--- src/rtl/regfile_exec_if.sv ---
// Command handshake plus regfile1 read/write bus for regfile_exec.
// slave is the sequencer side; master is the command source / regfile side.
interface regfile_exec_if #(
  parameter int W = 16
);
  logic         cmd_valid;
  logic         cmd_ready;
  logic [3:0]   cmd_op;
  logic [1:0]   cmd_dst;
  logic [1:0]   cmd_srca;
  logic [1:0]   cmd_srcb;
  logic [W-1:0] cmd_imm;
  logic [W-1:0] q;
  logic [1:0]   rsel;
  logic [1:0]   wsel;
  logic [W-1:0] d;
  logic         we;
  logic         done;
  logic         err;
  logic         flag_z;
  logic         flag_c;

  modport slave (
    input  cmd_valid, cmd_op, cmd_dst,
    input  cmd_srca, cmd_srcb, cmd_imm, q,
    output cmd_ready, rsel, wsel, d, we,
    output done, err, flag_z, flag_c
  );

  modport master (
    output cmd_valid, cmd_op, cmd_dst,
    output cmd_srca, cmd_srcb, cmd_imm, q,
    input  cmd_ready, rsel, wsel, d, we,
    input  done, err, flag_z, flag_c
  );
endinterface

--- src/rtl/regfile_exec.sv ---
// Execution sequencer in front of regfile1: reads operands,
// computes a result and writes it back, tracking zero/carry flags.
module regfile_exec #(
  parameter int W       = 16,
  parameter int MUL_CYC = 16
) (
  input logic           ck,
  input logic           res,
  regfile_exec_if.slave bus
);
  localparam int CW = (MUL_CYC > 1) ? $clog2(MUL_CYC) : 1;

  localparam logic [3:0] OP_ADD = 4'd0;
  localparam logic [3:0] OP_SUB = 4'd1;
  localparam logic [3:0] OP_AND = 4'd2;
  localparam logic [3:0] OP_OR  = 4'd3;
  localparam logic [3:0] OP_XOR = 4'd4;
  localparam logic [3:0] OP_SHL = 4'd5;
  localparam logic [3:0] OP_SHR = 4'd6;
  localparam logic [3:0] OP_MUL = 4'd7;
  localparam logic [3:0] OP_LDI = 4'd8;
  localparam logic [3:0] OP_MOV = 4'd9;

  typedef enum logic [2:0] {
    IDLE, RD_A, RD_B, EXEC, WB
  } state_t;

  state_t         state_q, state_d;
  logic [3:0]     op_q;
  logic [1:0]     dst_q, srcb_q;
  logic [1:0]     rsel_q, wsel_q;
  logic [W-1:0]   a_q, b_q, d_q;
  logic [2*W-1:0] acc_q, acc_step;
  logic [CW-1:0]  cnt_q;
  logic           z_q, c_q;
  logic           legal, is_mul, last;
  logic [W-1:0]   res_w;
  logic           res_c;
  logic [W:0]     sum;

  assign legal  = op_q <= OP_MOV;
  assign is_mul = op_q == OP_MUL;
  assign last   = !is_mul || cnt_q == '0;

  // MSB-first shift-add: cnt_q indexes the B bit for this step
  assign acc_step = {acc_q[2*W-2:0], 1'b0}
                  + (b_q[cnt_q] ? {{W{1'b0}}, a_q} : '0);

  always_comb begin
    sum   = '0;
    res_w = '0;
    res_c = 1'b0;
    case (op_q)
      OP_ADD: begin
        sum   = {1'b0, a_q} + {1'b0, b_q};
        res_w = sum[W-1:0];
        res_c = sum[W];
      end
      OP_SUB: begin
        sum   = {1'b0, a_q} - {1'b0, b_q};
        res_w = sum[W-1:0];
        res_c = sum[W];
      end
      OP_AND: res_w = a_q & b_q;
      OP_OR:  res_w = a_q | b_q;
      OP_XOR: res_w = a_q ^ b_q;
      OP_SHL: begin
        res_w = {a_q[W-2:0], 1'b0};
        res_c = a_q[W-1];
      end
      OP_SHR: begin
        res_w = {1'b0, a_q[W-1:1]};
        res_c = a_q[0];
      end
      OP_MUL: begin
        res_w = acc_step[W-1:0];
        res_c = |acc_step[2*W-1:W];
      end
      OP_MOV: res_w = a_q;
      default: ;
    endcase
  end

  always_ff @(posedge ck or negedge res) begin
    if (!res) state_q <= IDLE;
    else      state_q <= state_d;
  end

  always_comb begin
    state_d = state_q;
    case (state_q)
      IDLE: if (bus.cmd_valid)
        state_d = (bus.cmd_op == OP_LDI) ? WB : RD_A;
      RD_A:    state_d = RD_B;
      RD_B:    state_d = EXEC;
      EXEC:    if (last) state_d = WB;
      WB:      state_d = IDLE;
      default: state_d = IDLE;
    endcase
  end

  always_ff @(posedge ck or negedge res) begin
    if (!res) begin
      op_q   <= '0;
      dst_q  <= '0;
      srcb_q <= '0;
      rsel_q <= '0;
      wsel_q <= '0;
      a_q    <= '0;
      b_q    <= '0;
      d_q    <= '0;
      acc_q  <= '0;
      cnt_q  <= '0;
      z_q    <= 1'b0;
      c_q    <= 1'b0;
    end else begin
      case (state_q)
        IDLE: if (bus.cmd_valid) begin
          op_q   <= bus.cmd_op;
          dst_q  <= bus.cmd_dst;
          srcb_q <= bus.cmd_srcb;
          if (bus.cmd_op == OP_LDI) begin
            wsel_q <= bus.cmd_dst;
            d_q    <= bus.cmd_imm;
            z_q    <= bus.cmd_imm == '0;
            c_q    <= 1'b0;
          end else begin
            rsel_q <= bus.cmd_srca;
          end
        end
        RD_A: begin
          a_q    <= bus.q;
          rsel_q <= srcb_q;
        end
        RD_B: begin
          b_q   <= bus.q;
          acc_q <= '0;
          cnt_q <= CW'(MUL_CYC - 1);
        end
        EXEC: begin
          if (is_mul) begin
            acc_q <= acc_step;
            cnt_q <= cnt_q - 1'b1;
          end
          if (last && legal) begin
            wsel_q <= dst_q;
            d_q    <= res_w;
            z_q    <= res_w == '0;
            c_q    <= res_c;
          end
        end
        default: ;
      endcase
    end
  end

  always_comb begin
    bus.cmd_ready = state_q == IDLE;
    bus.we        = state_q == WB && legal;
    bus.done      = state_q == WB;
    bus.err       = state_q == WB && !legal;
    bus.rsel      = rsel_q;
    bus.wsel      = wsel_q;
    bus.d         = d_q;
    bus.flag_z    = z_q;
    bus.flag_c    = c_q;
  end
endmodule

--- src/flat_wrapper.sv ---
// flat-port wrapper written by rule: the top's interface ports become plain ports
module regfile_exec_flat 
#(
  parameter int W       = 16,
  parameter int MUL_CYC = 16
)
  (ck, res, bus_cmd_valid, bus_cmd_op, bus_cmd_dst, bus_cmd_srca, bus_cmd_srcb, bus_cmd_imm, bus_q, bus_cmd_ready, bus_rsel, bus_wsel, bus_d, bus_we, bus_done, bus_err, bus_flag_z, bus_flag_c);
  regfile_exec_if #(.W(W)) bus_i ();
  input logic ck;
  input logic res;
  input wire logic [$bits(bus_i.cmd_valid)-1:0] bus_cmd_valid;
  input wire logic [$bits(bus_i.cmd_op)-1:0] bus_cmd_op;
  input wire logic [$bits(bus_i.cmd_dst)-1:0] bus_cmd_dst;
  input wire logic [$bits(bus_i.cmd_srca)-1:0] bus_cmd_srca;
  input wire logic [$bits(bus_i.cmd_srcb)-1:0] bus_cmd_srcb;
  input wire logic [$bits(bus_i.cmd_imm)-1:0] bus_cmd_imm;
  input wire logic [$bits(bus_i.q)-1:0] bus_q;
  output wire logic [$bits(bus_i.cmd_ready)-1:0] bus_cmd_ready;
  output wire logic [$bits(bus_i.rsel)-1:0] bus_rsel;
  output wire logic [$bits(bus_i.wsel)-1:0] bus_wsel;
  output wire logic [$bits(bus_i.d)-1:0] bus_d;
  output wire logic [$bits(bus_i.we)-1:0] bus_we;
  output wire logic [$bits(bus_i.done)-1:0] bus_done;
  output wire logic [$bits(bus_i.err)-1:0] bus_err;
  output wire logic [$bits(bus_i.flag_z)-1:0] bus_flag_z;
  output wire logic [$bits(bus_i.flag_c)-1:0] bus_flag_c;
  assign bus_i.cmd_valid = bus_cmd_valid;
  assign bus_i.cmd_op = bus_cmd_op;
  assign bus_i.cmd_dst = bus_cmd_dst;
  assign bus_i.cmd_srca = bus_cmd_srca;
  assign bus_i.cmd_srcb = bus_cmd_srcb;
  assign bus_i.cmd_imm = bus_cmd_imm;
  assign bus_i.q = bus_q;
  assign bus_cmd_ready = bus_i.cmd_ready;
  assign bus_rsel = bus_i.rsel;
  assign bus_wsel = bus_i.wsel;
  assign bus_d = bus_i.d;
  assign bus_we = bus_i.we;
  assign bus_done = bus_i.done;
  assign bus_err = bus_i.err;
  assign bus_flag_z = bus_i.flag_z;
  assign bus_flag_c = bus_i.flag_c;
  regfile_exec #(.W(W), .MUL_CYC(MUL_CYC)) u_core (.ck(ck), .res(res), .bus(bus_i));
endmodule
--- config.mk ---
export PLATFORM = sky130hd
export DESIGN_NAME = regfile_exec_flat
export DESIGN_NICKNAME = d
export VERILOG_FILES = /design/src/rtl/regfile_exec_if.sv /design/src/rtl/regfile_exec.sv /design/src/flat_wrapper.sv
export SDC_FILE = /design/constraint.sdc
export NUM_CORES = 1
export LEC_CHECK = 0
export CORE_AREA = 2 2 173 175
export CTS_CLUSTER_SIZE = 8
export DETAILED_ROUTE_END_ITERATION = 6
export DIE_AREA = 0 0 175 177
export GPL_ROUTABILITY_DRIVEN = 0
export REMOVE_ABC_BUFFERS = 1
export SLEW_MARGIN = 20
export SYNTH_ARGS = -nofsm -noshare
export SYNTH_HDL_FRONTEND = slang
export SYNTH_SLANG_ARGS = --single-unit
--- constraint.sdc ---
create_clock -name ck -period 4.74 [get_ports ck]
set_clock_uncertainty 0.15 [all_clocks]
set_input_delay 0.948 -clock ck [delete_from_list [all_inputs] [get_ports ck]]
set_output_delay 0.948 -clock ck [all_outputs]
set_load 0.1 [all_outputs]
# Word level (Yosys, flattened, before mapping)
# Cells that the tools add are included.
# W data, S select, Z words.
[totals]
reg_bits = 100
word_cells = 93
[classes]
addsub = 4
n_lt_le_gt_ge = 2
eq_ne = 19
n_mux = 32
bitwise = 3
reduce_logical = 20
[op_table]
columns = ["operator", "n"]
rows = [
  ["$pmux W16 S9", 1],
  ["$mux W16", 4],
  ["$pmux W31 S2", 1],
  ["$add A32 B16 Y32", 1],
  ["$logic_not A16 Y1", 2],
  ["$pmux W16 S2", 1],
  ["$mux W31", 1],
  ["$add A16 B16 Y17", 1],
  ["$sub A16 B16 Y17", 1],
  ["$and A16 B16 Y16", 1],
  ["$eq A4 B3 Y1 const B", 4],
  ["$or A16 B16 Y16", 1],
  ["$reduce_or A16 Y1", 1],
  ["$xor A16 B16 Y16", 1],
  ["$pmux W3 S4", 1],
  ["$mux W2", 5],
  ["$mux W3", 3],
  ["$eq A4 B2 Y1 const B", 2],
  ["$eq A4 B4 Y1 const B", 2],
  ["$logic_not A4 Y1", 2],
  ["$ne A2 B1 Y1 const B", 4],
  ["$pmux W2 S2", 2],
  ["$pmux W4 S2", 1],
  ["$mux W1", 7],
  ["other kinds (20)", 30],
]

# Logic depth before layout (Yosys ltp)
# Gate-level depths: netlist of the first run.
[depth]
ltp_word = 8
mapped_depth = 18
mapped_depth_nobuf = 16

# Worst setup path before layout of the first run
# Ideal clock, no wire load.
[synth_path]
kind = "reg-to-reg"
from = "register u_core.cnt_q[0]"
to = "register u_core.c_q, in the netlist u_core.bus.flag_c"
t_arrival_ps = 4137
path_slack_ps = 319
stages_incl_launch_ff = 19
path_cell_list = "dfrtp_1 clkbuf_1 mux4_2 mux2i_1 mux2i_1 clkbuf_1 and2_1 ha_1 and2_1 clkbuf_1 and3_1 o21ai_0 a211o_1 clkbuf_1 nor3b_1 mux2i_1 a22oi_1 nor4_1 o31ai_1"
[synth_via]
elab_chain_len = 8
word_cells_on_any_way = 13
[synth_rtl]
columns = ["element", "line_no", "text"]
rows = [
  ["from (decl)", "regfile_exec.sv:34", "logic [CW-1:0] cnt_q;"],
  ["from (signal assigned)", "regfile_exec.sv:138", "cnt_q <= CW'(MUL_CYC - 1);"],
  ["from (signal assigned)", "regfile_exec.sv:143", "cnt_q <= cnt_q - 1'b1;"],
  ["$bmux W1 S4", "regfile_exec.sv:47", "+ (b_q[cnt_q] ? {{W{1'b0}}, a_q} : '0);"],
  ["$mux W1 (not written as such)", "regfile_exec.sv:47", ""],
  ["$mux W16", "regfile_exec.sv:47", ""],
  ["$add A32 B16 Y32", "regfile_exec.sv:47", ""],
  ["$reduce_or A16 Y1", "regfile_exec.sv:77", "res_c = |acc_step[2*W-1:W];"],
  ["$pmux W1 S5", "regfile_exec.sv:53", "case (op_q)"],
  ["$mux W1", "regfile_exec.sv:145", "if (last && legal) begin"],
  ["$pmux W1 S2", "regfile_exec.sv:117", "case (state_q)"],
  ["to (signal assigned)", "regfile_exec.sv:149", "c_q <= res_c;"],
  ["to (decl)", "regfile_exec.sv:35", "logic z_q, c_q;"],
]
# Parallel ways exist; a longest one is shown, timed or not. The select of a mux whose other input is x is not followed.
# A chain may end at the register's enable or synchronous reset.

# Worst setup path in the final report of the first run
[layout_path]
from = "register u_core.cnt_q[0]"
to = "register u_core.z_q, in the netlist u_core.bus.flag_z"
[layout_via]
elab_chain_len = 8
word_cells_on_any_way = 13
[layout_rtl]
columns = ["element", "line_no", "text"]
rows = [
  ["$bmux W1 S4", "regfile_exec.sv:47", ""],
  ["$mux W1 (not written as such)", "regfile_exec.sv:47", ""],
  ["$mux W16", "regfile_exec.sv:47", ""],
  ["$add A32 B16 Y32", "regfile_exec.sv:47", ""],
  ["$pmux W16 S9", "regfile_exec.sv:53", ""],
  ["$logic_not A16 Y1", "regfile_exec.sv:148", "z_q <= res_w == '0;"],
  ["$mux W1", "regfile_exec.sv:145", ""],
  ["$pmux W1 S2", "regfile_exec.sv:117", ""],
  ["to (signal assigned)", "regfile_exec.sv:114", "z_q <= 1'b0;"],
  ["to (signal assigned)", "regfile_exec.sv:125", "z_q <= bus.cmd_imm == '0;"],
  ["to (signal assigned)", "regfile_exec.sv:148", ""],
  ["to (decl)", "regfile_exec.sv:35", ""],
]
# Parallel ways exist; a longest one is shown, timed or not. The select of a mux whose other input is x is not followed.

==> results.sh, run 1 <==
export IMPL_drc=0
export IMPL_start_util=0.294
export IMPL_seqCellArea_sq_um=2500
export IMPL_place_area_sq_um=9730
export IMPL_power_leakage_nw=4.25
export IMPL_crit_chain="mux4_2 -> mux2i_1 -> mux2i_4 -> nand2_1 -> inv_1 -> ha_1 -> a211oi_1 -> o21ai_1 -> a41oi_2 -> nor2b_1 -> xnor2_1 -> a21oi_1 -> o211ai_1 -> or4_1 -> o31ai_2"
export IMPL_clock_fmax_mhz=222
export IMPL_grt_antenna_before_repair=0
export IMPL_grt_pass1_wl_um=43800
export IMPL_die_y_um=177
export IMPL_placedCellCount=1477
export IMPL_timing_setup_tns_ps=0
export IMPL_fin_nets=1215
export IMPL_antenna_left=0
export IMPL_synthFlopType="dfrtp_1"
export IMPL_final_util=0.347
export IMPL_vias=8174
export IMPL_cts_buffer_depth=2
export IMPL_yosysSeqAreaShare=0.291
export IMPL_worst_path_max_fanout=7
export IMPL_setup_viol=0
export IMPL_reg2reg_from="u_core.cnt_q[0]$_DFFE_PN0P_"
export IMPL_tightestPinTransition_ps=1130
export IMPL_ir_drop_uv=230
export IMPL_drt_first_pass_iters=5
export IMPL_drt_total_wl_um=27700
export IMPL_min_from="u_core.bus.d[11]$_DFFE_PN0P_"
export IMPL_slew_viol_final=0
export IMPL_max_cap_violations=0
export IMPL_dp_hpwl_um=21000
export IMPL_netSwitchingPower_mw=4.23
export IMPL_tritoncts="done"
export IMPL_cts_root_buffer="clkbuf_16"
export IMPL_power_density_nw_per_um2=747
export IMPL_fp_coreArea_sq_um=29200
export IMPL_final_cells=1498
export IMPL_n_antenna_cell=0
export IMPL_hold_path_class="reg2reg"
export IMPL_fin_area_sq_um=10200
export IMPL_power_share_combinational=0.689
export IMPL_finalHoldViolCount=0
export IMPL_fp_row_count=63
export IMPL_numCtsBuffers=9
export IMPL_multiInputGateArea_sq_um=5700
export IMPL_synthDistinctLibCells=87
export IMPL_critPathKind="reg2reg"
export IMPL_via_per_inst=5.46
export IMPL_fp_dieW_um=175
export IMPL_port_buffers=70
export IMPL_synth_seq_cells=100
export IMPL_wl_per_cell_um=18.5
export IMPL_grt_usage=0.177
export IMPL_p_int_mw=3.36
export IMPL_arrival_ps=4620
export IMPL_period_minus_slack_ps=4500
export IMPL_relSlewSlack=0.247
export IMPL_end_kind="flip-flop"
export IMPL_synth_edf_count=0
export IMPL_cpMaxStageDelayCell="or4_1"
export IMPL_ys_warn_count=0
export IMPL_final_layout_size_suffix_gt1_frac=0.0939
export IMPL_grt_max_degree=76
export IMPL_worstSetupStartpointType="flip-flop"
export IMPL_rsz0062_at_grt="false"
export IMPL_n_fill_cell=3025
export IMPL_grt_pass1_vias=7811
export IMPL_startpoint="u_core.cnt_q[0]$_DFFE_PN0P_"
export IMPL_overflow=0
export IMPL_clock_sinks=100
export IMPL_clk_latency_ps=370
export IMPL_clk_pin_slew_worst_paths_ps=80
export IMPL_htree_levels=3
export IMPL_cp_slowest_stage_delay_ps=580
export IMPL_area_delta_synth_final_pct=18.3
export IMPL_p_sw_frac=0.557
export IMPL_die_area_sq_um=31000
export IMPL_p_clk_frac=0.104
export IMPL_drtIter0Drc=706
export IMPL_avgSynthCellArea_sq_um=8.13
export IMPL_required_ps=4860
export IMPL_period_share=0.949
export IMPL_io_pins=71
export IMPL_synthCells=1056
export IMPL_synthArstFlopShare=1.00
export IMPL_p_total_mw=7.59
export IMPL_seqPwrFrac=0.207
export IMPL_outcome="complete, no violations"
export IMPL_synth_cell_area_sq_um=8590
[critical path: cells and delay by family (launching register included)]
family	cells	cell delay [ps]
AOI/OAI and AO/OA	6	1400
xor gates and xnor gates	1	160
adders and majority gates	1	280
buffers and inverters	1	60
DFF	1	460
muxes	3	920
and+or+nand+nor	3	960
[sequential cells by signal, indices dropped and copies added (netlist names)]
name,cells
u_core.acc_q,31
u_core.a_q,16
u_core.b_q,16
u_core.bus.d,16
u_core.cnt_q,4
u_core.op_q,4
u_core.state_q,3
u_core.bus.rsel,2
u_core.bus.wsel,2
u_core.dst_q,2
u_core.srcb_q,2
u_core.bus.flag_c,1
u_core.bus.flag_z,1
[layout by cell type (no fill, tap or decap), types with 7 or more instances in the layout]
| cell type | Yosys | layout |
|---|---|---|
| and2_1 | 16 | 15 |
| ha_1 | 64 | 63 |
| nor3_1 | 24 | 23 |
| inv_1 | 66 | 66 |
| a211o_1 | 7 | 7 |
| dfrtp_1 | 100 | 99 |
| and3_1 | 7 | 7 |
| mux2_2 | 7 | 7 |
| clkbuf_16 | 0 | 9 |
| or3_1 | 9 | 9 |
| nor2_1 | 64 | 61 |
| a21oi_1 | 55 | 52 |
| o21ai_0 | 108 | 107 |
| o31ai_1 | 14 | 13 |
| a21o_1 | 19 | 19 |
| or2_2 | 7 | 7 |
| o211ai_1 | 9 | 9 |
| a22oi_1 | 25 | 25 |
| nor4_1 | 11 | 9 |
| nand2_1 | 132 | 132 |
| nand4_1 | 8 | 8 |
| nand3_1 | 24 | 24 |
| xnor2_1 | 25 | 25 |
| clkdlybuf4s50_1 | 0 | 67 |
| nand2b_1 | 12 | 12 |
| o2111ai_1 | 7 | 7 |
| o21a_1 | 10 | 10 |
| xor2_1 | 14 | 14 |
| mux2i_1 | 18 | 16 |
| a31oi_1 | 8 | 8 |
| a211oi_1 | 10 | 9 |
| buf_4 | 2 | 31 |
[path summary, 6_finish.rpt]
check                                                 to  slack [ps]  depth (start not counted)
max                        u_core.bus.flag_z$_DFFE_PN0P_         240                         15
min                         u_core.bus.d[11]$_DFFE_PN0P_         330                          2
max reg2reg                u_core.bus.flag_z$_DFFE_PN0P_         240                         15
min reg2reg                 u_core.bus.d[11]$_DFFE_PN0P_         330                          2
max in group asynchronous      u_core.b_q[1]$_DFFE_PN0P_        3120                          2
min in group asynchronous   u_core.acc_q[20]$_DFFE_PN0P_         460                          1
[metal layers]
layer,vias to the layer above,GRT usage,wire length [um]
met2,316,0.277,12300
li1,3908,-,-
met4,0,0.0625,685
met5,-,0,0
met3,44,0.0208,1590
met1,3906,0.250,13100
[synthesized netlist by cell type, types with 14 or more instances]
cell type / n / area, sq um
a21o_1: 19 / 143
a21oi_1: 55 / 275
a22oi_1: 25 / 188
and2_1: 16 / 100
clkbuf_1: 50 / 188
dfrtp_1: 100 / 2500
ha_1: 64 / 801
inv_1: 66 / 248
mux2i_1: 18 / 180
nand2_1: 132 / 495
nand3_1: 24 / 120
nor2_1: 64 / 240
nor3_1: 24 / 120
o21ai_0: 108 / 541
o31ai_1: 14 / 105
xnor2_1: 25 / 219
xor2_1: 14 / 123
[repair_timing]
| item | CTS | global route |
|---|---|---|
| pin swaps | 1 | 1 |
| buffers inserted | 3 | 2 |
| resized for setup | 3 | 17 |
| setup endpoints to repair | 3 | 7 |
| gates cloned | 0 | 0 |
| hold buffers | 0 | 0 |
[metrics by stage]
| step | setup slack, ps | hold WS (ps) |
|---|---|---|
| CTS | 7.91 | 337 |
| global placement | -80.7 | 317 |
| global route | 29.2 | 362 |
| floorplan | 543 | 305 |
| finish | 244 | 332 |
| detailed placement | -233 | 322 |
[cells by family after synthesis]
family / after synthesis / synth area share
AOI/OAI and AO/OA: 335 / 0.260
xor gates and xnor gates: 39 / 0.0398
adders and majority gates: 67 / 0.100
buffers and inverters: 129 / 0.0594
DFF: 100 / 0.291
muxes: 31 / 0.0437
and+or+nand+nor: 355 / 0.206
[layout make-up]
cell class              instances  area share
flip-flops and latches        100       0.246
multi-input cells             827       0.562
inverters                      66      0.0244
well taps                     390      0.0480
clock buffers                  10      0.0235
repair buffers                 99      0.0900
clock inverters                 6     0.00604
[power groups by stage]
stage | sequential (mW) | clock [mW] | combinational [mW]
final | 1.57 | 0.787 | 5.23
after global routing | 1.62 | 0.830 | 5.61
after CTS | 1.56 | 0.801 | 5.08
after detailed placement | 1.57 | 0 | 5.02
after global placement | 1.56 | 0 | 4.99
after floorplan | 2.01 | 0 | 2.93
Power figures use the tool's default switching activity.
==> run 2, diff against run 1 <==
--- a/config.mk
+++ b/config.mk
@@ -11,7 +11,7 @@
 export DIE_AREA = 0 0 175 177
 export GPL_ROUTABILITY_DRIVEN = 0
 export REMOVE_ABC_BUFFERS = 1
-export SLEW_MARGIN = 20
+export SLEW_MARGIN = 0
 export SYNTH_ARGS = -nofsm -noshare
 export SYNTH_HDL_FRONTEND = slang
 export SYNTH_SLANG_ARGS = --single-unit
==> results.sh, run 2 (synthesis results as in run 1) <==
export IMPL_period_minus_slack_ps=4500
export IMPL_numCtsBuffers=9
export IMPL_cpMaxStageDelayCell="or4_1"
export IMPL_required_ps=4860
export IMPL_tritoncts="done"
export IMPL_period_share=0.949
export IMPL_critPathKind="reg2reg"
export IMPL_relSlewSlack=0.247
export IMPL_fp_coreArea_sq_um=29200
export IMPL_crit_path_end="u_core.bus.flag_z$_DFFE_PN0P_"
export IMPL_die_y_um=177
export IMPL_setup_viol=0
export IMPL_drt_first_pass_iters=5
export IMPL_top_register="u_core.acc_q"
export IMPL_grt_pass1_wl_um=43800
export IMPL_n_antenna_cell=0
export IMPL_dp_hpwl_um=21000
export IMPL_startpoint="u_core.cnt_q[0]$_DFFE_PN0P_"
export IMPL_use_met3=0.0208
export IMPL_fin_area_sq_um=10200
export IMPL_cpLargestDelayFamily="compound AO/OA/AOI/OAI gates"
export IMPL_die_area_sq_um=31000
export IMPL_tightestPinTransition_ps=1130
export IMPL_reg2reg_to="u_core.bus.flag_z$_DFFE_PN0P_"
export IMPL_fp_row_count=63
export IMPL_grt_busiest_layer="met2"
export IMPL_n_fill_cell=3027
export IMPL_largest_reg_flops=31
export IMPL_ff2ff_path_depth=15
export IMPL_power_density_nw_per_um2=747
export IMPL_cts_buffer_depth=2
export IMPL_grt_pass1_vias=7811
export IMPL_hold_path_class="reg2reg"
export IMPL_clock_fmax_mhz=222
export IMPL_htree_levels=3
export IMPL_crit_chain="mux4_2 -> mux2i_1 -> mux2i_4 -> nand2_1 -> inv_1 -> ha_1 -> a211oi_1 -> o21ai_1 -> a41oi_2 -> nor2b_1 -> xnor2_1 -> a21oi_1 -> o211ai_1 -> or4_1 -> o31ai_2"
export IMPL_area_delta_synth_final_pct=18.2
export IMPL_fp_dieW_um=175
export IMPL_via_per_inst=5.46
export IMPL_cp_depth=15
export IMPL_crit_buf_inv=1
export IMPL_place_area_sq_um=9730
export IMPL_antenna_left=0
export IMPL_final_common_cell="nand2_1"
export IMPL_grt_usage=0.177
export IMPL_rsz0062_at_grt="false"
export IMPL_p_total_mw=7.59
export IMPL_slew_viol_final=0
export IMPL_worst_path_max_fanout=7
export IMPL_cp_slowest_stage_delay_ps=580
export IMPL_final_layout_size_suffix_gt1_frac=0.0939
export IMPL_start_util=0.294
export IMPL_rrSetupSlack_ps=240
export IMPL_clk_latency_ps=370
export IMPL_outcome="complete, no violations"
export IMPL_grt_max_degree=76
export IMPL_vias=8173
export IMPL_grt_antenna_before_repair=0
export IMPL_wl_per_cell_um=18.5
export IMPL_timing_hold_ws_ps=332
export IMPL_overflow=0
export IMPL_max_cap_violations=0
export IMPL_drtIter0Drc=706
export IMPL_power_leakage_nw=4.25
export IMPL_multiInputGateArea_sq_um=5700
export IMPL_worstSetupStartpointType="flip-flop"
export IMPL_grt_use_met1=0.250
export IMPL_end_kind="flip-flop"
export IMPL_fin_nets=1215
export IMPL_clock_sinks=100
export IMPL_drt_total_wl_um=27700
export IMPL_clk_pin_slew_worst_paths_ps=80
export IMPL_port_buffers=70
export IMPL_finalHoldViolCount=0
export IMPL_seqCellArea_sq_um=2500
export IMPL_drc=0
export IMPL_met2_usage=0.277
export IMPL_io_pins=71
export IMPL_arrival_ps=4620
export IMPL_ir_drop_uv=230
export IMPL_cts_root_buffer="clkbuf_16"
export IMPL_final_cell_mix="132 x nand2_1, 107 x o21ai_0, 99 x dfrtp_1"
export IMPL_reg2reg_from="u_core.cnt_q[0]$_DFFE_PN0P_"
[run 2: worst reg2reg max path, cell delays in order (launching register included)]
cell and delay [ps]:
dfrtp_2 460, mux4_2 510, mux2i_1 260, mux2i_4 150
nand2_1 150, inv_1 60, ha_1 280, a211oi_1 320
o21ai_1 180, a41oi_2 290, nor2b_1 230, xnor2_1 160
a21oi_1 200, o211ai_1 240, or4_1 580, o31ai_2 180
[run 2: repair_timing]
action                     CTS  global route
pin swaps                    1             1
resized for setup            3            17
buffers inserted             3             2
setup endpoints to repair    3             7
hold buffers                 0             0
[run 2: power by group]
part	leakage (nW)	internal, mW	switching, mW
Combinational	2.83	1.81	3.42
Sequential	1.27	1.13	0.445
Clock	0.149	0.424	0.363
[run 2: metrics by stage]
step | setup WS, ps | instances | utilization | TNS (ps)
2_1_floorplan | 543 | 993 | - | 0
3_3_place_gp | -80.7 | 1477 | 0.333 | -80.7
3_5_place_dp | -233 | 1477 | 0.333 | -458
4_1_cts | 7.91 | 1496 | 0.344 | 0
5_1_grt | 29.2 | 1498 | 0.347 | 0
6_report | 244 | 1498 | 0.347 | 0
[run 2: how the worst min path moves through the flow]
stage,startpoint,to,cells past startpoint
after floorplan,u_core.acc_q[11]$_DFFE_PN0P_,u_core.acc_q[11]$_DFFE_PN0P_,2
after global placement,u_core.bus.d[11]$_DFFE_PN0P_,u_core.bus.d[11]$_DFFE_PN0P_,2
after detailed placement,u_core.bus.d[1]$_DFFE_PN0P_,u_core.bus.d[1]$_DFFE_PN0P_,2
after CTS,u_core.bus.d[1]$_DFFE_PN0P_,u_core.bus.d[1]$_DFFE_PN0P_,2
after global routing,u_core.bus.d[13]$_DFFE_PN0P_,u_core.bus.d[13]$_DFFE_PN0P_,1
final,u_core.bus.d[11]$_DFFE_PN0P_,u_core.bus.d[11]$_DFFE_PN0P_,2
[run 2: area by class of cell]
| cell class | count | area share |
|---|---|---|
| inverters | 66 | 0.0244 |
| flip-flops and latches | 100 | 0.247 |
| well taps | 390 | 0.0481 |
| repair buffers | 99 | 0.0897 |
| multi-input cells | 827 | 0.562 |
| clock inverters | 6 | 0.00604 |
| clock buffers | 10 | 0.0235 |
[run 2: layer usage]
layer	wire, um	vias up
met5	0	-
met4	685	0
met3	1590	44
met2	12300	316
met1	13100	3905
li1	-	3908
==> run 3, diff against run 2 <==
--- a/config.mk
+++ b/config.mk
@@ -5,10 +5,10 @@
 export SDC_FILE = /design/constraint.sdc
 export NUM_CORES = 1
 export LEC_CHECK = 0
-export CORE_AREA = 2 2 173 175
+export CORE_AREA = 2 2 150 152
 export CTS_CLUSTER_SIZE = 8
 export DETAILED_ROUTE_END_ITERATION = 6
-export DIE_AREA = 0 0 175 177
+export DIE_AREA = 0 0 152 154
 export GPL_ROUTABILITY_DRIVEN = 0
 export REMOVE_ABC_BUFFERS = 1
 export SLEW_MARGIN = 0
==> results.sh, run 3 (synthesis results as in run 1) <==
export IMPL_numCtsBuffers=9
export IMPL_cts_buffer_depth=2
export IMPL_grt_usage=0.236
export IMPL_holdPathEnd="u_core.bus.d[6]$_DFFE_PN0P_"
export IMPL_min_path_cells=2
export IMPL_final_layout_size_suffix_gt1_frac=0.0844
export IMPL_crit_chain="mux4_2 -> mux2i_2 -> mux2i_2 -> buf_4 -> and2_1 -> ha_2 -> a21oi_1 -> nor3b_1 -> a211oi_2 -> buf_4 -> a21o_1 -> xnor2_1 -> o221ai_1 -> a21oi_1 -> inv_1 -> o31ai_2"
export IMPL_timing_hold_ws_ps=330
export IMPL_final_cell_mix="132 x nand2_1, 106 x o21ai_0, 99 x dfrtp_1"
export IMPL_critPathKind="reg2reg"
export IMPL_drt_first_pass_iters=5
export IMPL_required_ps=4870
export IMPL_fin_area_sq_um=9960
export IMPL_arrival_ps=4700
export IMPL_outcome="complete, no violations"
export IMPL_io_pins=71
export IMPL_fin_nets=1209
export IMPL_min_from="u_core.bus.d[6]$_DFFE_PN0P_"
export IMPL_die_y_um=154
export IMPL_finalHoldViolCount=0
export IMPL_n_fill_cell=2136
export IMPL_final_util=0.459
export IMPL_vias=8183
export IMPL_clock_fmax_mhz=219
export IMPL_period_share=0.963
export IMPL_largest_reg_flops=31
export IMPL_grt_max_degree=37
export IMPL_grt_pass1_wl_um=44000
export IMPL_tritoncts="done"
export IMPL_holdBufCountCts=0
export IMPL_tightestPinTransition_ps=1010
export IMPL_drtIter0Drc=635
export IMPL_fp_coreArea_sq_um=21700
export IMPL_top_register="u_core.acc_q"
export IMPL_clock_sinks=100
export IMPL_area_delta_synth_final_pct=16.0
export IMPL_period_minus_slack_ps=4560
export IMPL_hold_path_class="reg2reg"
export IMPL_ff2ff_path_depth=16
export IMPL_grt_antenna_before_repair=0
export IMPL_max_cap_violations=0
export IMPL_cpMaxStageDelayCell="mux4_2"
export IMPL_drt_total_wl_um=27500
export IMPL_fp_row_count=54
export IMPL_overflow=0
export IMPL_n_antenna_cell=0
export IMPL_ir_drop_uv=445
export IMPL_setup_viol=0
export IMPL_final_common_cell="nand2_1"
export IMPL_worstSetupStartpointType="flip-flop"
export IMPL_p_total_mw=7.47
export IMPL_place_area_sq_um=9580
export IMPL_antenna_left=0
export IMPL_clk_latency_ps=380
export IMPL_reg2reg_to="u_core.bus.flag_z$_DFFE_PN0P_"
export IMPL_slew_viol_final=0
export IMPL_timing_setup_tns_ps=0
export IMPL_reg2reg_from="u_core.cnt_q[0]$_DFFE_PN0P_"
export IMPL_power_density_nw_per_um2=750
export IMPL_port_buffers=70
export IMPL_grt_pass1_vias=7822
export IMPL_wl_per_cell_um=19.9
export IMPL_cp_slowest_stage_delay_ps=530
export IMPL_crit_buf_inv=3
export IMPL_cpLargestDelayFamily="compound AO/OA/AOI/OAI gates"
export IMPL_seqCellArea_sq_um=2500
export IMPL_dp_hpwl_um=20600
export IMPL_end_kind="flip-flop"
export IMPL_power_leakage_nw=4.22
export IMPL_cts_root_buffer="clkbuf_16"
export IMPL_fp_dieW_um=152
export IMPL_via_per_inst=5.92
export IMPL_worst_path_max_fanout=13
export IMPL_drc=0
export IMPL_htree_levels=3
export IMPL_clk_pin_slew_worst_paths_ps=90
export IMPL_multiInputGateArea_sq_um=5680
export IMPL_die_area_sq_um=23400
export IMPL_rrSetupSlack_ps=180
export IMPL_relSlewSlack=0.322
export IMPL_start_util=0.396
## run 3: cell count changes in the layout (fill, tap and decap cells not counted), moves of 2 or more
cell / before / now
buf_4: 32 / 26
clkinv_2: 3 / 0
inv_8: 0 / 2
mux2i_2: 0 / 2
mux2i_4: 2 / 0
## run 3: worst min-delay path, cell delays in order (launching register included)
cell	delay (ps)
dfrtp_1	350
nand2_1	50
nand2_1	50
## run 3: area by class of cell
class	instances	area share
inverters	66	0.0249
repair buffers	93	0.0869
well taps	280	0.0352
clock inverters	7	0.00942
clock buffers	9	0.0226
multi-input cells	827	0.570
flip-flops and latches	100	0.251
## run 3: repair_timing
action / CTS / global route
endpoints found under the setup margin: 2 / 4
gates resized for setup: 3 / 11
buffers inserted: 1 / 1
pin swaps: 1 / 1
## run 3: routing by layer
metal	track usage	vias up	wire (um)
met4	0.112	0	1260
li1	-	3914	-
met5	0	-	0
met2	0.370	279	12500
met1	0.323	3922	12500
met3	0.0302	68	1280
## run 3: how the worst max path moves through the flow
| stage | startpoint | to | slack, ps | depth (start not counted) |
|---|---|---|---|---|
| detailed placement | u_core.cnt_q[0]$_DFFE_PN0P_ | u_core.bus.flag_c$_DFFE_PN0P_ | -90 | 15 |
| CTS | u_core.cnt_q[0]$_DFFE_PN0P_ | u_core.bus.flag_c$_DFFE_PN0P_ | 30 | 17 |
| finish | u_core.cnt_q[0]$_DFFE_PN0P_ | u_core.bus.flag_z$_DFFE_PN0P_ | 180 | 16 |
| global placement | u_core.cnt_q[0]$_DFFE_PN0P_ | u_core.bus.flag_c$_DFFE_PN0P_ | -10 | 16 |
| global route | u_core.cnt_q[0]$_DFFE_PN0P_ | u_core.bus.flag_c$_DFFE_PN0P_ | -20 | 17 |
| floorplan | u_core.cnt_q[0]$_DFFE_PN0P_ | u_core.bus.flag_z$_DFFE_PN0P_ | 540 | 15 |
## run 3: where the power goes
part           switching (mW)  internal (mW)
sequential              0.449           1.13
combinational            3.35           1.71
clock                   0.404          0.425
total                    4.20           3.27
## run 3: stage by stage
stage / cells / setup WS, ps
after floorplan: 993 / 543
after global placement: 1364 / -10.4
after detailed placement: 1364 / -89.7
after CTS: 1381 / 33.0
after global routing: 1382 / -18.8
final: 1382 / 176
